$ cat src/rtl/alu_pkg.sv
// alu_pkg: shared constants for the ALU operand-fetch / write-back slice.
//   REG_W  datapath width (the external ALU is 32-bit)
//   OP_W   ALUOp width
//   RA_W   register address width
//   ALU_*  ALUOp encodings understood by the external ALU; any other code
//          makes the ALU return 0.
package alu_pkg;

  localparam int REG_W = 32;
  localparam int OP_W  = 3;
  localparam int RA_W  = 5;

  localparam logic [OP_W-1:0] ALU_ADD = 3'b000;
  localparam logic [OP_W-1:0] ALU_SUB = 3'b001;
  localparam logic [OP_W-1:0] ALU_AND = 3'b010;
  localparam logic [OP_W-1:0] ALU_OR  = 3'b011;
  localparam logic [OP_W-1:0] ALU_SRL = 3'b100;
  localparam logic [OP_W-1:0] ALU_SRA = 3'b101;

endpackage

$ cat src/rtl/grf.sv
// grf: general register file, NREG x REG_W.
//   clk, rst_n         clock, asynchronous active-low reset (clears every entry)
//   rs_addr/rs_data    asynchronous read port for operand A
//   rt_addr/rt_data    asynchronous read port for operand B
//   dbg_addr/dbg_data  asynchronous debug read port
//   we/wr_addr/wr_data synchronous write port
// Entry 0 is never written, so it always reads zero.
module grf
  import alu_pkg::*;
#(
  parameter int NREG = 32
) (
  input  logic             clk,
  input  logic             rst_n,
  input  logic [RA_W-1:0]  rs_addr,
  input  logic [RA_W-1:0]  rt_addr,
  input  logic [RA_W-1:0]  dbg_addr,
  output logic [REG_W-1:0] rs_data,
  output logic [REG_W-1:0] rt_data,
  output logic [REG_W-1:0] dbg_data,
  input  logic             we,
  input  logic [RA_W-1:0]  wr_addr,
  input  logic [REG_W-1:0] wr_data
);

  logic [REG_W-1:0] regs [NREG];

  always_ff @(posedge clk or negedge rst_n) begin
    if (!rst_n) begin
      for (int i = 0; i < NREG; i++) begin
        regs[i] <= '0;
      end
    end else if (we && wr_addr != '0) begin
      regs[wr_addr] <= wr_data;
    end
  end

  assign rs_data  = regs[rs_addr];
  assign rt_data  = regs[rt_addr];
  assign dbg_data = regs[dbg_addr];

endmodule

$ cat src/rtl/alu_issue_rf.sv
// alu_issue_rf: operand fetch + write-back stage around an external
// combinational ALU. Two stages: ISSUE (alu_a/alu_b/alu_op, ex_rd, ex_valid)
// and WB (register-file write plus wb_* registers).
//   clk, rst_n            clock, asynchronous active-low reset
//   in_valid/in_ready     command handshake; in_ready never looks at in_valid
//   in_op/in_rs/in_rt/in_rd/in_use_imm/in_imm   command fields
//   alu_a/alu_b/alu_op    registered ALU inputs
//   alu_c                 ALU result (combinational from alu_a/alu_b/alu_op)
//   wb_valid/wb_rd/wb_data  write-back that happened on the last edge
//   dbg_addr/dbg_data     asynchronous debug read of the register file
// Build option: define ALU_ISSUE_BYPASS_EN to forward alu_c into a dependent
// command instead of stalling it for one cycle.
module alu_issue_rf
  import alu_pkg::*;
#(
  parameter int REG_W = 32,  // only 32 matches the external ALU
  parameter int NREG  = 32
) (
  input  logic             clk,
  input  logic             rst_n,
  input  logic             in_valid,
  output logic             in_ready,
  input  logic [OP_W-1:0]  in_op,
  input  logic [RA_W-1:0]  in_rs,
  input  logic [RA_W-1:0]  in_rt,
  input  logic [RA_W-1:0]  in_rd,
  input  logic             in_use_imm,
  input  logic [REG_W-1:0] in_imm,
  output logic [REG_W-1:0] alu_a,
  output logic [REG_W-1:0] alu_b,
  output logic [OP_W-1:0]  alu_op,
  input  logic [REG_W-1:0] alu_c,
  output logic             wb_valid,
  output logic [RA_W-1:0]  wb_rd,
  output logic [REG_W-1:0] wb_data,
  input  logic [RA_W-1:0]  dbg_addr,
  output logic [REG_W-1:0] dbg_data
);

  logic             ex_valid;
  logic [RA_W-1:0]  ex_rd;
  logic [REG_W-1:0] rs_data;
  logic [REG_W-1:0] rt_data;
  logic [REG_W-1:0] opa;
  logic [REG_W-1:0] opb;
  logic             hazard_rs;
  logic             hazard_rt;
  logic             accept;

  grf #(.NREG(NREG)) u_grf (
    .clk      (clk),
    .rst_n    (rst_n),
    .rs_addr  (in_rs),
    .rt_addr  (in_rt),
    .dbg_addr (dbg_addr),
    .rs_data  (rs_data),
    .rt_data  (rt_data),
    .dbg_data (dbg_data),
    .we       (ex_valid),
    .wr_addr  (ex_rd),
    .wr_data  (alu_c)
  );

  // The command in ISSUE writes its result only at the next edge, so an
  // operand naming its destination would read a stale value from the array.
  assign hazard_rs = ex_valid && (ex_rd != '0) && (in_rs == ex_rd);
  assign hazard_rt = ex_valid && (ex_rd != '0) && !in_use_imm && (in_rt == ex_rd);

`ifdef ALU_ISSUE_BYPASS_EN
  assign in_ready = 1'b1;
  assign opa      = hazard_rs ? alu_c : rs_data;
  assign opb      = in_use_imm ? in_imm : (hazard_rt ? alu_c : rt_data);
`else
  // One bubble is enough: after it ex_valid is 0 and the array holds the result.
  assign in_ready = !(hazard_rs || hazard_rt);
  assign opa      = rs_data;
  assign opb      = in_use_imm ? in_imm : rt_data;
`endif

  assign accept = in_valid && in_ready;

  // ISSUE stage; ALU inputs hold their last values while idle.
  always_ff @(posedge clk or negedge rst_n) begin
    if (!rst_n) begin
      ex_valid <= 1'b0;
      ex_rd    <= '0;
      alu_a    <= '0;
      alu_b    <= '0;
      alu_op   <= '0;
    end else begin
      ex_valid <= accept;
      if (accept) begin
        ex_rd  <= in_rd;
        alu_a  <= opa;
        alu_b  <= opb;
        alu_op <= in_op;
      end
    end
  end

  // WB stage; reports writes to r0 too, even though the array ignores them.
  always_ff @(posedge clk or negedge rst_n) begin
    if (!rst_n) begin
      wb_valid <= 1'b0;
      wb_rd    <= '0;
      wb_data  <= '0;
    end else begin
      wb_valid <= ex_valid;
      if (ex_valid) begin
        wb_rd   <= ex_rd;
        wb_data <= alu_c;
      end
    end
  end

endmodule

$ cat config.mk
export PLATFORM = sky130hd
export DESIGN_NAME = alu_issue_rf
export DESIGN_NICKNAME = d
export VERILOG_FILES = /design/src/rtl/alu_pkg.sv /design/src/rtl/grf.sv /design/src/rtl/alu_issue_rf.sv
export SDC_FILE = /design/constraint.sdc
export NUM_CORES = 2
export LEC_CHECK = 0
export BUFFER_PORTS_ARGS = -buffer_cell sky130_fd_sc_hd__clkbuf_2
export CORE_MARGIN = 10
export CORE_UTILIZATION = 50
export CTS_CLUSTER_SIZE = 14
export DETAILED_ROUTE_END_ITERATION = 16
export PLACE_DENSITY = 0.63
export SKIP_CTS_REPAIR_TIMING = 1
export SLEW_MARGIN = 25
export SYNTH_ARGS = -nofsm -noshare
export SYNTH_HDL_FRONTEND = slang
export SYNTH_SLANG_ARGS = --single-unit
$ cat constraint.sdc
create_clock -name clk -period 5.65 [get_ports clk]
set_clock_uncertainty 0.05 [all_clocks]
set_input_delay 0.8475 -clock clk [delete_from_list [all_inputs] [get_ports clk]]
set_output_delay 0.8475 -clock clk [all_outputs]
set_load 0.05 [all_outputs]
==> results.json <==
{
  "p_int_mw": 23.1,
  "cpPeakStageDelay_ns": 0.56,
  "vdd_drop_max_v": 0.000323,
  "pin_count": 229,
  "drc": 0,
  "fp.dieH_um": 385,
  "clockRootBuffer": "clkbuf_16",
  "holdWs_ns": -0.0292,
  "worst_slack_ns": 1.33,
  "crit_top_cell": "mux4_2",
  "grt_max_degree": 158,
  "crit_arrival_ns": 3.43,
  "cts_tree": "yes",
  "critPathLaunchType": "input port",
  "endpoint_kind": "primary output",
  "routedWlPerCell_um": 38.1,
  "path_class": "in -> out",
  "initial_utilization_pct": 50.5,
  "sw_frac_of_total_pct": 32.4,
  "finalSetupViolations": 0,
  "cp.required_ns": 4.75,
  "syn_avg_cell_area_um2": 15.8,
  "fin_crit_sh_pct": 76.5,
  "worstMarginPinSlew_ns": 1.19,
  "first_global_vias": 44300,
  "syn_area_mm2": 0.0665,
  "clockPowerShare_pct": 26.1,
  "max_slew_margin_pct": 20.7,
  "ant_nets": 0,
  "clock.fmax_mhz": 231,
  "dp_hpwl_um": 136000,
  "seq_area_frac_synth_pct": 42.7,
  "ys_seq_elements": 1135,
  "seq_area_mm2": 0.0284,
  "p_switching_mw": 11.1,
  "rsz0062_at_grt": "no",
  "cts_sinks": 1135,
  "io_buffers": 228,
  "violations": "hold timing",
  "syn-instance-count": 4198,
  "dp_slack_ns": 1.32,
  "cp_slowest_cell": "mux4_2",
  "power_mw": 34.2,
  "multi_input_area_mm2": 0.0364,
  "cp_max_fo": 41,
  "combPwrFrac_pct": 32.5,
  "die-width_um": 385,
  "min_period_ns": 4.32,
  "path_cells": "buf_8 -> buf_12 -> mux4_2 -> mux4_2 -> mux2_2 -> clkbuf_2",
  "r2r_slack_ns": 2.10,
  "vias_per_cell": 7.26,
  "synth_edf_count": 0,
  "clk_pin_slew_worst_paths_ns": 0.06,
  "yosys_warnings": 0,
  "p_seq_share_pct": 41.4,
  "numCtsBuffers": 134,
  "finalWirelength_um": 230000,
  "setup-tns-final_ns": 0,
  "cts_buffer_depth": 3,
  "vias": 43900,
  "drt-initial-drc-count": 5251,
  "fill_cells": 10400,
  "r2r_start": "ex_rd[0]",
  "p_leak_nw": 30.0,
  "grtUsageTotal_pct": 31.1,
  "critPathLaunch": "dbg_addr[0]",
  "core_area_mm2": 0.132,
  "hold_violations": 5,
  "drt_first_pass_iters": 5,
  "drive_gt1_share_pct": 61.9,
  "area_delta_synth_final_pct": 11.6,
  "final_cell_mix": "mux2_2, dfrtp_1, mux4_2",
  "fin_nets": 4283,
  "overflow": 0,
  "clk_latency_ns": 0.78,
  "num_rows": 133,
  "cts_htree_levels": 4,
  "status": "complete, but fails checks",
  "min_path_type": "in -> async",
  "final_common_cell": "mux2_2",
  "maxCapViolCount": 0,
  "synthFlopType": "dfrtp_1",
  "antenna_found_initial": 15,
  "maxSlewViolCount": 0,
  "powerDensity_mw_per_mm2": 461,
  "syn_nets": 4289,
  "grt_pass1_wl_um": 333000,
  "gp_congestion": 0.862,
  "async_reset_ff_share_pct": 100,
  "die-area_mm2": 0.148,
  "ys_types": 49
}
## per-layer routing
metal  vias up  track usage, %  part of all wire, %
met5         -               0                0.065
met2      2585            45.4                   44
met3       513            9.69                   11
li1      16800               -                    -
met1     24000            43.5                   40
met4        20            11.8                  4.1
## cell usage after synthesis (4+ instances only)
cell type,number,area (µm²)
o22ai_1,42,263
nor3b_1,4,30.0
nor3_1,4,20.0
buf_2,93,465
a21oi_1,33,165
a2bb2oi_1,4,35.0
a211oi_1,10,75.1
o221a_2,14,158
nor2_1,27,101
or2_2,7,43.8
buf_4,7,52.6
nand2b_1,10,62.6
mux4_2,845,19000
inv_1,5,18.8
mux2_2,1175,13200
dfrtp_1,1135,28400
o2111ai_1,6,52.6
nor2b_1,6,37.5
a22oi_1,10,75.1
o2bb2ai_1,13,114
o21bai_1,8,60.1
a32o_1,13,130
nand3_1,10,50.1
nand2_1,81,304
o21ai_0,46,230
clkbuf_1,318,1190
a211o_1,12,105
mux2i_1,112,1120
a32oi_1,5,43.8
buf_1,78,293
o221ai_1,14,123
buf_6,4,45.0
xnor2_1,9,78.8
a221oi_1,12,105
## area by class of cell
class | instances | share of cell area, %
diodes | 2 | 0.00674
repair buffers | 358 | 3.63
flip-flops and latches | 1135 | 38.3
well taps | 1755 | 2.96
clock buffers | 188 | 5.29
inverters | 7 | 0.0438
multi-input cells | 2556 | 49.0
clock inverters | 49 | 0.777
## worst paths after layout
check	endpoint	cells past startpoint
min in group clk	alu_op[1]	2
worst max register to register	u_grf.regs[361]	5
max in group asynchronous	u_grf.regs[756]	2
worst min-delay path	u_grf.regs[425]	1
worst min register to register	u_grf.regs[997]	0
worst max-delay path	dbg_data[25]	6
## sequential cells by signal (all words and copies together) (netlist names)
name and count:
u_grf.regs 1024, alu_a 32, alu_b 32, wb_data 32
ex_rd 5, wb_rd 5, alu_op 3, ex_valid 1
wb_valid 1
## per-stage QoR
stage	instances	area (µm²)	utilization [%]	hold slack [ns]
global placement	5806	69500	52.8	0.352
CTS	6047	74200	56.3	0.0194
global route	6048	74200	56.3	0.0448
detailed placement	5810	69700	52.9	0.353
finish	6050	74200	56.3	-0.0292
floorplan	4198	66500	-	0.302
## critical path, delay by kind of cell
family,cells,cell delay [ns]
multiplexers,3,1.38
buffers and inverters,3,1.10
## kinds of logic (layout without fill, tap and decap cells)
group	after synthesis	in the layout	synth area share, %
DFF	1135	1135	42.7
other	0	2	0
muxes	2132	2132	50.2
buffers and inverters	507	602	3.12
AOI/OAI and AO/OA	256	256	2.79
and+or+nand+nor	158	158	1.07
xor gates and xnor gates	10	10	0.132
## power groups by stage
| stage | clock network [mW] | registers (mW) | logic [mW] |
|---|---|---|---|
| finish | 8.92 | 14.2 | 11.1 |
| global route | 9.37 | 14.5 | 11.8 |
| CTS | 9.04 | 14.0 | 11.2 |
| detailed placement | 0 | 14.1 | 11.1 |
| global placement | 0 | 14.1 | 10.9 |
| floorplan | 0 | 13.6 | 8.36 |
Note: power is estimated with default switching activity, not from simulation.
